<file path="src/rtl/enemy_pkg.sv">
// Shared types and control-word layout for the enemy spawner and its LFSR.
package enemy_pkg;

  typedef enum logic [1:0] {
    IDLE   = 2'd0,
    RUN    = 2'd1,
    PAUSED = 2'd2,
    OVER   = 2'd3
  } state_t;

  localparam int CTRL_W    = 16;
  localparam int START_LSB = 0;
  localparam int START_W   = 10;
  localparam int FLIP_BIT  = 10;
  localparam int SPEED_LSB = 11;

  // Feedback taps: bits 15, 13, 12, 10.
  localparam logic [15:0] LFSR_TAPS = 16'hB400;

  function automatic logic [15:0] rotl16(input logic [15:0] x, input int s);
    return (x << s) | (x >> (16 - s));
  endfunction

  function automatic logic [CTRL_W-1:0] make_word(input logic [15:0] r,
                                                  input logic [1:0]  speed);
    logic [CTRL_W-1:0] w;
    w = '0;
    w[START_LSB +: START_W] = r[START_W-1:0];
    w[FLIP_BIT]             = r[15];
    w[SPEED_LSB +: 2]       = speed;
    return w;
  endfunction

endpackage

</file>
<file path="src/rtl/enemy_spawner_lfsr16.sv">
// 16-bit Fibonacci LFSR; next is the look-ahead value loaded when en is high.
module lfsr16
  import enemy_pkg::*;
#(
  parameter logic [15:0] SEED = 16'hACE1
) (
  input  logic        frame_clk,
  input  logic        rst,
  input  logic        en,
  output logic [15:0] state,
  output logic [15:0] next
);

  // An all-zero register would lock up, so a zero seed is replaced.
  localparam logic [15:0] SEED_EFF = (SEED == 16'h0000) ? 16'h0001 : SEED;

  assign next = {state[14:0], ^(state & LFSR_TAPS)};

  always_ff @(posedge frame_clk or posedge rst) begin
    // NOTE: sequential state uses non-blocking assignments only, so every
    // flop samples pre-edge values regardless of statement order.
    if (rst)     state <= SEED_EFF;
    else if (en) state <= next;
  end

endmodule

</file>
<file path="src/rtl/enemy_spawner.sv">
// Enemy spawner: game FSM, staggered slot activation, difficulty ramp and
// per-slot pseudo-random control words for the enemy sprite instances.
module enemy_spawner
  import enemy_pkg::*;
#(
  parameter int          N_ENEMIES      = 4,
  parameter int          SPAWN_INTERVAL = 60,
  parameter int          LEVEL_FRAMES   = 600,
  parameter logic [15:0] LFSR_SEED      = 16'hACE1
) (
  input  logic                          frame_clk,
  input  logic                          rst,
  input  logic                          start_game,
  input  logic                          pause,
  input  logic                          game_over,
  output logic [N_ENEMIES-1:0]          enemy_en,
  output logic [CTRL_W*N_ENEMIES-1:0]   control,
  output logic                          enemy_rst,
  output logic [1:0]                    level,
  output logic [1:0]                    state
);

  localparam int SPW = (SPAWN_INTERVAL > 1) ? $clog2(SPAWN_INTERVAL) : 1;
  localparam int LVW = (LEVEL_FRAMES > 1) ? $clog2(LEVEL_FRAMES) : 1;
  localparam logic [SPW-1:0] SPAWN_LAST = SPW'(SPAWN_INTERVAL - 1);
  localparam logic [LVW-1:0] LEVEL_LAST = LVW'(LEVEL_FRAMES - 1);

  state_t                cur_state, state_d;
  logic [N_ENEMIES-1:0]  active_mask, mask_d;
  logic [SPW-1:0]        spawn_cnt, spawn_d;
  logic [LVW-1:0]        level_cnt, lcnt_d;
  logic [1:0]            level_d;
  logic [CTRL_W*N_ENEMIES-1:0] ctrl_d;
  logic                  advance, restart;
  logic [15:0]           lfsr_state, lfsr_next;

  assign state = cur_state;

  always_comb begin
    // NOTE: every always_comb output gets a default first so no path
    // leaves it unassigned and infers a latch.
    state_d = cur_state;
    unique case (cur_state)
      IDLE:    if (start_game) state_d = RUN;
      RUN:     if (game_over) state_d = OVER;
               else if (pause) state_d = PAUSED;
      PAUSED:  if (game_over) state_d = OVER;
               else if (!pause) state_d = RUN;
      OVER:    if (start_game) state_d = RUN;
      default: state_d = IDLE;
    endcase
  end

  assign advance = (cur_state == RUN) && (state_d == RUN);
  assign restart = ((cur_state == IDLE) || (cur_state == OVER)) && (state_d == RUN);

  lfsr16 #(.SEED(LFSR_SEED)) u_lfsr (
    .frame_clk (frame_clk),
    .rst       (rst),
    .en        (advance),
    .state     (lfsr_state),
    .next      (lfsr_next)
  );

  always_comb begin
    mask_d  = active_mask;
    spawn_d = spawn_cnt;
    lcnt_d  = level_cnt;
    level_d = level;
    ctrl_d  = control;
    if (restart) begin
      mask_d  = '0;
      spawn_d = '0;
      lcnt_d  = '0;
      level_d = 2'd0;
    end else if (advance) begin
      if (spawn_cnt == SPAWN_LAST) begin
        spawn_d = '0;
        // Sets the lowest clear bit; an all-ones mask wraps back to itself.
        mask_d  = active_mask | (active_mask + N_ENEMIES'(1));
      end else begin
        spawn_d = spawn_cnt + SPW'(1);
      end
      if (level_cnt == LEVEL_LAST) begin
        lcnt_d  = '0;
        level_d = (level == 2'd3) ? level : level + 2'd1;
      end else begin
        lcnt_d = level_cnt + LVW'(1);
      end
      for (int k = 0; k < N_ENEMIES; k++)
        ctrl_d[CTRL_W*k +: CTRL_W] = make_word(rotl16(lfsr_next, (5 * k) % 16), level_d);
    end
  end

  always_ff @(posedge frame_clk or posedge rst) begin
    if (rst) begin
      cur_state   <= IDLE;
      active_mask <= '0;
      spawn_cnt   <= '0;
      level_cnt   <= '0;
      level       <= 2'd0;
      control     <= '0;
      enemy_en    <= '0;
      enemy_rst   <= 1'b0;
    end else begin
      cur_state   <= state_d;
      active_mask <= mask_d;
      spawn_cnt   <= spawn_d;
      level_cnt   <= lcnt_d;
      level       <= level_d;
      control     <= ctrl_d;
      enemy_en    <= (state_d == RUN) ? mask_d : '0;
      enemy_rst   <= restart;
    end
  end

endmodule

</file>
<file path="config.mk">
export PLATFORM = sky130hd
export DESIGN_NAME = enemy_spawner
export DESIGN_NICKNAME = d
export VERILOG_FILES = /design/src/rtl/enemy_pkg.sv /design/src/rtl/enemy_spawner_lfsr16.sv /design/src/rtl/enemy_spawner.sv
export SDC_FILE = /design/constraint.sdc
export NUM_CORES = 1
export LEC_CHECK = 0
export ABC_CLOCK_PERIOD_IN_PS = 5100
export CELL_PAD_IN_SITES_DETAIL_PLACEMENT = 0
export CELL_PAD_IN_SITES_GLOBAL_PLACEMENT = 1
export CORE_ASPECT_RATIO = 1.5
export CORE_MARGIN = 2
export CORE_UTILIZATION = 37
export DETAILED_ROUTE_END_ITERATION = 8
export PLACE_DENSITY_LB_ADDON = 0.15
export SLEW_MARGIN = 15
export SYNTH_ARGS = -nofsm -noshare
export SYNTH_HDL_FRONTEND = slang
export SYNTH_SLANG_ARGS = --single-unit
</file>
<file path="constraint.sdc">
create_clock -name frame_clk -period 5.1 [get_ports frame_clk]
set_input_delay 1.02 -clock frame_clk [delete_from_list [all_inputs] [get_ports frame_clk]]
set_output_delay 1.02 -clock frame_clk [all_outputs]
set_load 0.05 [all_outputs]
</file>
* Word level (Yosys, flattened, before mapping)
Index checks and enable logic that the tools add are counted.
** Operators by class
- $add $sub $neg :: 4
- Equality and inequality tests :: 7
- Mux-type cells :: 20
- Bitwise operators :: 5
- Reduce and logical (&&, ||, !) cells :: 8
** Operators with widths (number)
- 2-to-1 mux 10 bit :: 3
- 2-to-1 mux 2 bit :: 9
- 2-to-1 mux 6 bit :: 3
- 2-to-1 mux 4 bit :: 4
- bitwise OR 16 x 10 -> 16 bit :: 1
- bitwise OR 16 x 15 -> 16 bit :: 1
- bitwise OR 16 x 5 -> 16 bit :: 1
- parity 16 bit :: 1
- adder 10 x 1 -> 10 bit, second input constant :: 1
- == test 10 bit, second input constant :: 1
- adder 6 x 1 -> 6 bit, second input constant :: 1
- == test 2 bit, second input constant :: 3
- == test 6 bit, second input constant :: 1
- case mux 2 bit (3 select lines) :: 1
- adder 4 x 1 -> 4 bit, second input constant :: 1
- == test 2 x 1 -> 1 bit, second input constant :: 2
- bitwise OR 4 bit :: 1
- adder 2 x 1 -> 2 bit, second input constant :: 1
- logical AND 1 bit :: 2
- zero test 2 bit :: 1
- AND reduction 2 bit :: 1
- nonzero test 2 bit :: 1
- OR reduction 2 bit :: 1
- logical OR 1 bit :: 1
- inverter 1 bit :: 1
** Word-level totals
- Flip-flop bits (word level) :: 97
- Input bits :: 5
- Output and inout port bits :: 73
- Word-level logic and storage cells :: 53

* Depth between registers and ports, before layout
Gate-level depths: netlist of the first run.
- Depth in word-level cells :: 8
- Depth in mapped cells :: 8
- Mapped depth without buffers :: 7

* Hierarchy
From an unflattened synthesis of the first run, not the netlist that was laid out.
** Second synthesis, totals
- Cells, all modules :: 315
- Area total of the unflattened synthesis :: 3210.6 um2
** By module, submodules not included
- enemy_spawner :: instances 1, cells each 262, area an instance 2461.1 um2
- lfsr16 :: instances 1, cells each 53, area an instance 749.5 um2

* Worst setup path before layout of the first run
Ideal clock, no wire load.
- Path kind :: register -> register
- From :: register cur_state[0], in the netlist state[0]
- To :: register level_cnt[3]
- Arrival :: 2366 ps
- Path slack :: 2608 ps
- Stages on the path, launching flop included :: 8
- Path buffers :: 1
- Clock period less this slack :: 2492 ps
- Cells stage by stage :: dfrtp_1 > inv_1 > ha_1 > o21ai_0 > a32o_2 > or3_4 > buf_6 > a221o_1
** Between the ends
- Longest elaborated chain between the ends :: 6
** Ends and longest elaborated chain
- from (decl) :: line enemy_spawner.sv:28 : state_t cur_state, state_d;
- from (signal assigned) :: line enemy_spawner.sv:106 : cur_state <= state_d;
- == test 2 bit, or another cell as far along :: line enemy_spawner.sv:43, enemy_spawner.sv:55
- OR reduction 2 bit (no line), or another cell as far along
- case mux 2 bit (3 select lines) :: line enemy_spawner.sv:43 : unique case (cur_state)
- == test 2 x 1 -> 1 bit :: line enemy_spawner.sv:54, enemy_spawner.sv:55
- logical AND 1 bit, on equally long branches :: line enemy_spawner.sv:55, enemy_spawner.sv:54
- 2-to-1 mux 10 bit / nonzero test 2 bit (equally long branches)
- to (signal assigned) :: line enemy_spawner.sv:109 : level_cnt <= lcnt_d;
- to (decl) :: line enemy_spawner.sv:31 : logic [LVW-1:0] level_cnt, lcnt_d;
Parallel ways exist; a longest one is shown, timed or not.
A chain may end at the register's enable or synchronous reset.

* Final worst setup path of the first run
- From :: input port pause
- To :: register active_mask[3]
** Between the ends
- Longest elaborated chain between the ends :: 7
** Ends and longest elaborated chain
- from (decl) :: line enemy_spawner.sv:14 : input logic pause,
- 2-to-1 mux 2 bit, on equally long branches :: line enemy_spawner.sv:48, enemy_spawner.sv:46
- 2-to-1 mux 2 bit, on equally long branches :: line enemy_spawner.sv:47, enemy_spawner.sv:45
- case mux 2 bit (3 select lines) (*) :: line enemy_spawner.sv:43
- == test 2 x 1 -> 1 bit (*) :: line enemy_spawner.sv:54, enemy_spawner.sv:55
- logical AND 1 bit :: line enemy_spawner.sv:54 : assign advance = (cur_state == RUN) && (state_d == RUN);
- 2-to-1 mux 4 bit :: line enemy_spawner.sv:76 : end else if (advance) begin
- 2-to-1 mux 4 bit (*) :: line enemy_spawner.sv:71 : if (restart) begin
- named net mask_d[3] :: line enemy_spawner.sv:29 : logic [N_ENEMIES-1:0] active_mask, mask_d;
- to (signal assigned) :: line enemy_spawner.sv:107 : active_mask <= mask_d;
- to (decl) :: line enemy_spawner.sv:29
The timed path passes the listed nets; every way through them passes the cells marked *.

==> results.json, run 1 <==
{
  "final_nets": 345,
  "cellPowerDensity_nw_per_um2": 470,
  "hpwl_mm": 3.90,
  "cts_made_buffers": 9,
  "slowest_stage": "nor4_4",
  "timing.final.crit_share_pct": 55.5,
  "worstPathCellList": "clkdlybuf4s50_1 > nand2b_1 > nor4_4 > and3_1 > a31oi_1 > a21oi_1",
  "hold_viol": 0,
  "pwr-share-clk_pct": 33.3,
  "synth-simple-area-share_pct": 16.6,
  "ys_ff_latch": 63,
  "endpoint_kind": "flip-flop",
  "rows": 41,
  "synthMuxAreaShare_pct": 6.15,
  "slew_violations": 0,
  "cp.arrival_ns": 3.09,
  "power_leakage_nw": 1.77,
  "synth_flop_cell": "dfrtp_1",
  "place.gp.congestion": 0.738,
  "synthArstFlopShare_pct": 100,
  "hold_depth": 2,
  "cts_hold_buf": 0,
  "area_growth_pct": 23.4,
  "cts_tree": "yes",
  "place_ws_ns": 1.89,
  "htreeDepth": 3,
  "clock_path_buffers": 2,
  "fin_skew_ns": 0.00554,
  "grt_pass1_wl_mm": 9.60,
  "syn_inst": 302,
  "coreArea_um2": 8310,
  "holdPathEnd": "control[49]",
  "cp-start-kind": "primary input",
  "drc": 0,
  "worstRegToRegCells": 6,
  "synth_edf_count": 0,
  "worstHoldPathType": "reg -> reg",
  "place_inst": 432,
  "cp_max_fo": 19,
  "max_slew_margin_pct": 26.7,
  "synth_area_um2": 3110,
  "drive_gt1_share_pct": 15.2,
  "cts_setup_buffers": 0,
  "initial_core_util_pct": 37.4,
  "cts-root-buf": "clkbuf_16",
  "ir_worst_vdd_v": 0.000224,
  "grt_pass1_vias": 2002,
  "n_fill_cell": 810,
  "maxCapViolCount": 0,
  "p_int_w": 0.00113,
  "r2r-start": "state[0]",
  "synth_top_family_by_area": "simple AND/OR/NAND/NOR gates",
  "holdWs_ns": 0.487,
  "synth_xor_area_share_pct": 1.69,
  "max_slew.worst_pin.slew_ns": 1.09,
  "synth_compound_area_share_pct": 8.89,
  "viasPerCell": 4.79,
  "yosysWarnings": 0,
  "combinationalPowerShare_pct": 33.3,
  "drt_iter0_drc": 106,
  "setup_slack_ns": 2.27,
  "synth.distinct_cells": 43,
  "fmax_mhz": 353,
  "final_util_pct": 46.2,
  "routed_wl_mm": 5.85,
  "vias": 2146,
  "switching_share_pct": 37.5,
  "yosysSeqAreaShare_pct": 51.0,
  "hold_start": "u_lfsr.state[1]",
  "rr_endpoint": "level[0]",
  "p_sw_w": 0.000675,
  "cp.required_ns": 5.36,
  "die-area_um2": 9170,
  "cts_resized": 0,
  "grt_overflow": 0,
  "synthAdderAreaFrac_pct": 1.61,
  "avgSynthCellArea_um2": 10.3,
  "seqPwrFrac_pct": 33.5,
  "post_drt_wl_per_cell_um": 13.1,
  "r2r_slack_ns": 2.56,
  "fin_cells": 448,
  "io_pins": 78,
  "critPathMaxStageDelay_ns": 0.83,
  "outcome": "complete, no violations",
  "fp.dieH_um": 116,
  "setup_viol": 0,
  "grt_max_degree": 34,
  "grt_util_all_layers_pct": 13.9,
  "crit_type": "in -> reg",
  "cts_sinks": 63,
  "portBuffers": 65,
  "clk_pin_slew_ns": 0.05,
  "finalSetupTns_ns": 0,
  "insertedDiodeCount": 0,
  "antenna_found_initial": 0,
  "rsz0062_at_grt": "false",
  "firstDrtPassIters": 4,
  "die_w_um": 78.9,
  "fin_crit_ns": 2.83,
  "ant_nets": 0,
  "clock_latency_ns": 0.33
}
## final cells by class
cell class	instances	area [um2]	area share, %
sequential	63	1590	41.3
multi-input combinational	187	1130	29.5
timing repair buffer	67	666	17.3
clock buffer	12	246	6.42
tap	107	134	3.49
clock inverter	4	45.0	1.17
inverter	8	30.0	0.782
## layer usage
metal,share of wire (%),wire (um),track usage [%],up-vias
li1,-,-,-,1031
met3,3.7,219,2.86,11
met4,3.3,194,10.0,0
met5,0,0,0,-
met2,49,2880,22.5,59
met1,44,2560,16.4,1045
## sequential cells by signal, summed over array words and instances (netlist names)
| signal | cells |
|---|---|
| active_mask | 4 |
| enemy_en | 4 |
| level_cnt | 10 |
| level | 2 |
| state | 2 |
| u_lfsr.state | 16 |
| control | 18 |
| spawn_cnt | 6 |
| enemy_rst | 1 |
## cells by family after synthesis
family,after synthesis
AND/OR/NAND/NOR,107
XOR/XNOR,6
AO/OA/AOI/OAI,41
flip-flops,63
buffers and inverters,63
multiplexers,17
other,1
adder cells (fa/ha/maj),4
## placed cells by master, fill, tap and decap left out, types with 2 or more instances in the layout
master,instances
ha_1,4
or2_2,2
nand2b_1,2
mux2_2,16
xor2_1,2
o31ai_1,2
clkbuf_16,9
and3_1,6
nand3_1,4
clkbuf_1,2
dfrtp_1,55
nor2_1,20
a21oi_1,14
or3_1,2
clkdlybuf4s50_1,65
a221o_2,2
buf_4,2
dfstp_2,8
nand2_1,57
a221o_1,2
xnor2_1,4
a31oi_1,6
conb_1,12
nor3_1,4
o22ai_1,2
inv_1,7
clkinv_2,3
a22o_1,4
o21ai_0,5
## per-stage QoR
| step | cell area [um2] | total power, W |
|---|---|---|
| after global placement | 3550 | 0.00122 |
| after floorplan | 3150 | 0.00110 |
| final | 3840 | 0.00180 |
| after global routing | 3840 | 0.00189 |
| after detailed placement | 3550 | 0.00122 |
| after CTS | 3840 | 0.00182 |
## power groups by stage
stage / Combinational [W] / Clock (W) / Sequential (W)
CTS: 0.000607 / 0.000614 / 0.000604
detailed placement: 0.000607 / 0 / 0.000612
finish: 0.000600 / 0.000600 / 0.000603
global route: 0.000639 / 0.000636 / 0.000611
floorplan: 0.000418 / 0 / 0.000686
global placement: 0.000609 / 0 / 0.000611
## how the worst max path moves through the flow
stage           from             end  slack [ns]  cells past startpoint
2_1_floorplan    rst  active_mask[0]        2.52                      1
3_3_place_gp   pause  active_mask[3]        1.94                      6
3_5_place_dp   pause  active_mask[3]        1.89                      6
4_1_cts        pause        level[0]        2.25                      5
5_1_grt        pause    spawn_cnt[3]        2.03                      5
6_report       pause  active_mask[3]        2.27                      6
## synthesized netlist by cell type, types with 5 or more instances
master   number  area [um2]
and3_1        6        37.5
buf_4        46         345
dfrtp_1      55        1380
a21oi_1      14        70.1
o21ai_0       5        25.0
nor2_1       20        75.1
inv_1         8        30.0
nand2_1      57         214
a31oi_1       6        37.5
mux2_2       16         180
dfstp_2       8         210
## critical path, delay by kind of cell
kind / cells / cell delay, ns
buf+inv: 1 / 0.46
compound gates: 2 / 0.23
simple gates: 3 / 1.36
(Power assumes the default switching activity.)
==> run 2, diff against run 1 <==
Settings changed: ABC_CLOCK_PERIOD_IN_PS 5100 to 2500, CORE_UTILIZATION 37 to 34.
Clock period 5.1 ns to 2.5 ns, I/O delays scaled along.
==> run 2 against run 1 <==
Against the previous run:
- register-to-register slack lost 2.3 ns
- worst setup slack lost 2.0 ns
- critical endpoint is now level_cnt[7]
- clock power grew 140%
- wire length grew 2.6%
- die area grew 8.4%
- clock skew shrank 0.0023 ns
- largest cell class unchanged
- final cell count grew 2.9%
- sequential power grew 100%
- largest power group is now the clock network
- combinational power grew 120%
- hold slack lost 0.0040 ns
- critical path depth is the same
- cell area grew 4.1%
==> results.json, run 2 (synthesized netlist as in run 1, its figures left out) <==
{
  "outcome": "complete, no violations",
  "holdWs_ns": 0.483,
  "drt_iter0_drc": 66,
  "mostFrequentLayoutCells": "65 x clkdlybuf4s50_1, 57 x nand2_1, 55 x dfrtp_1",
  "vias": 2170,
  "ant_nets": 0,
  "grt_max_degree": 64,
  "routed_wl_mm": 6.01,
  "cts_setup_buffers": 0,
  "timing.final.crit_share_pct": 90.2,
  "hold_viol": 0,
  "slowest_stage": "or3_4",
  "cp.arrival_ns": 2.46,
  "portBuffers": 65,
  "antenna_found_initial": 0,
  "cts_resized": 0,
  "endpoint_kind": "flip-flop",
  "ir_worst_vdd_v": 0.000794,
  "fp.dieH_um": 121,
  "cts_sinks": 63,
  "largest_reg_flops": 18,
  "final_nets": 355,
  "rsz0062_at_grt": "false",
  "fmax_mhz": 443,
  "io_pins": 78,
  "grt_pass1_wl_mm": 9.57,
  "cp_top_family": "compound AO/OA/AOI/OAI gates",
  "top_register": "control",
  "rows": 42,
  "post_drt_wl_per_cell_um": 13.0,
  "largest_registers": "control x18, u_lfsr.state x16, level_cnt x10",
  "clk_pin_slew_ns": 0.05,
  "viasPerCell": 4.71,
  "cp.required_ns": 2.71,
  "die-area_um2": 9950,
  "critPathMaxStageDelay_ns": 0.47,
  "cellPowerDensity_nw_per_um2": 993,
  "insertedDiodeCount": 0,
  "slew_violations": 0,
  "cp-start-kind": "flip-flop",
  "cp_max_fo": 13,
  "crit_type": "reg -> reg",
  "cts_tree": "yes",
  "htreeDepth": 3,
  "max_slew_margin_pct": 65.8,
  "drive_gt1_share_pct": 18.2,
  "grt_overflow": 0,
  "worstHoldPathType": "reg -> reg",
  "setup_slack_ns": 0.245,
  "final_util_pct": 45.0,
  "clock_latency_ns": 0.33,
  "fin_crit_ns": 2.26,
  "setup_viol": 0,
  "max_slew.worst_pin.slew_ns": 0.512,
  "coreArea_um2": 8880,
  "worstPathCellList": "inv_1 > ha_1 > o21ai_0 > a32o_2 > or3_4 > a221o_2",
  "cp_num_buf_inv": 1,
  "finalSetupTns_ns": 0,
  "fin_skew_ns": 0.00320,
  "maxCapViolCount": 0,
  "n_fill_cell": 845,
  "cts_made_buffers": 9,
  "clock_path_buffers": 2,
  "place.gp.congestion": 0.802,
  "initial_core_util_pct": 35.0,
  "grt_util_all_layers_pct": 12.8,
  "place_ws_ns": 0.0420,
  "firstDrtPassIters": 4,
  "cts_hold_buf": 0,
  "die_w_um": 82.1,
  "power_leakage_nw": 1.85,
  "final_common_cell": "clkdlybuf4s50_1",
  "drc": 0,
  "cts-root-buf": "clkbuf_16",
  "hpwl_mm": 4.22,
  "area_growth_pct": 28.5,
  "power_w": 0.00397,
  "grt_pass1_vias": 1970
}
## run 2: final cells by class
cell class / count / area [um2] / area share (%)
Sequential cell: 63 / 1590 / 39.7
Clock buffer: 10 / 239 / 5.98
Clock inverter: 6 / 108 / 2.69
Tap cell: 110 / 138 / 3.44
Inverter: 8 / 30.0 / 0.751
Timing Repair Buffer: 77 / 766 / 19.2
Multi-Input combinational cell: 187 / 1130 / 28.3
## run 2: through the flow
step                      std cells  cell area (um2)
final                           461             4000
after global placement          445             3650
after floorplan                 313             3150
after detailed placement        445             3650
after global routing            461             4000
after CTS                       461             4000
## run 2: per-layer routing
metal | vias up | track usage (%) | part of all wire, %
li1 | 1047 | - | -
met2 | 58 | 20.5 | 52
met3 | 8 | 3.27 | 4.1
met1 | 1057 | 15.3 | 42
met5 | - | 0 | 0
met4 | 0 | 7.50 | 2.1
## run 2: worst paths after layout
path / slack, ns / end / startpoint / depth (start not counted)
worst min-delay path: 0.48 / spawn_cnt[5] / spawn_cnt[5] / 1
worst max-delay path: 0.24 / level_cnt[7] / state[0] / 6
worst max register to register: 0.24 / level_cnt[7] / state[0] / 6
min in group asynchronous: 0.54 / control[55] / rst / 3
max in group asynchronous: 1.62 / u_lfsr.state[0] / rst / 3
worst min register to register: 0.48 / spawn_cnt[5] / spawn_cnt[5] / 1
## run 2: report_power, final
| group | leakage [nW] | switching [W] | internal, W |
|---|---|---|---|
| Combinational | 0.840 | 0.000865 | 0.000442 |
| Clock | 0.168 | 0.000437 | 0.000996 |
| Sequential | 0.841 | 0.000101 | 0.00113 |
| Total | 1.85 | 0.00140 | 0.00257 |
## run 2: worst register-to-register path, delay by kind of cell, from the launching register on
family                     cells  cell delay (ns)
AOI/OAI and AO/OA              3             0.80
and+or+nand+nor                1             0.47
buffers and inverters          1             0.07
DFF                            1             0.44
adders and majority gates      1             0.36
==> run 3, diff against run 2 <==
Settings changed: HOLD_SLACK_MARGIN set to 0.12.
==> results of run 3 <==
The final DEF is identical to that of run 2; final timing and power are the same.
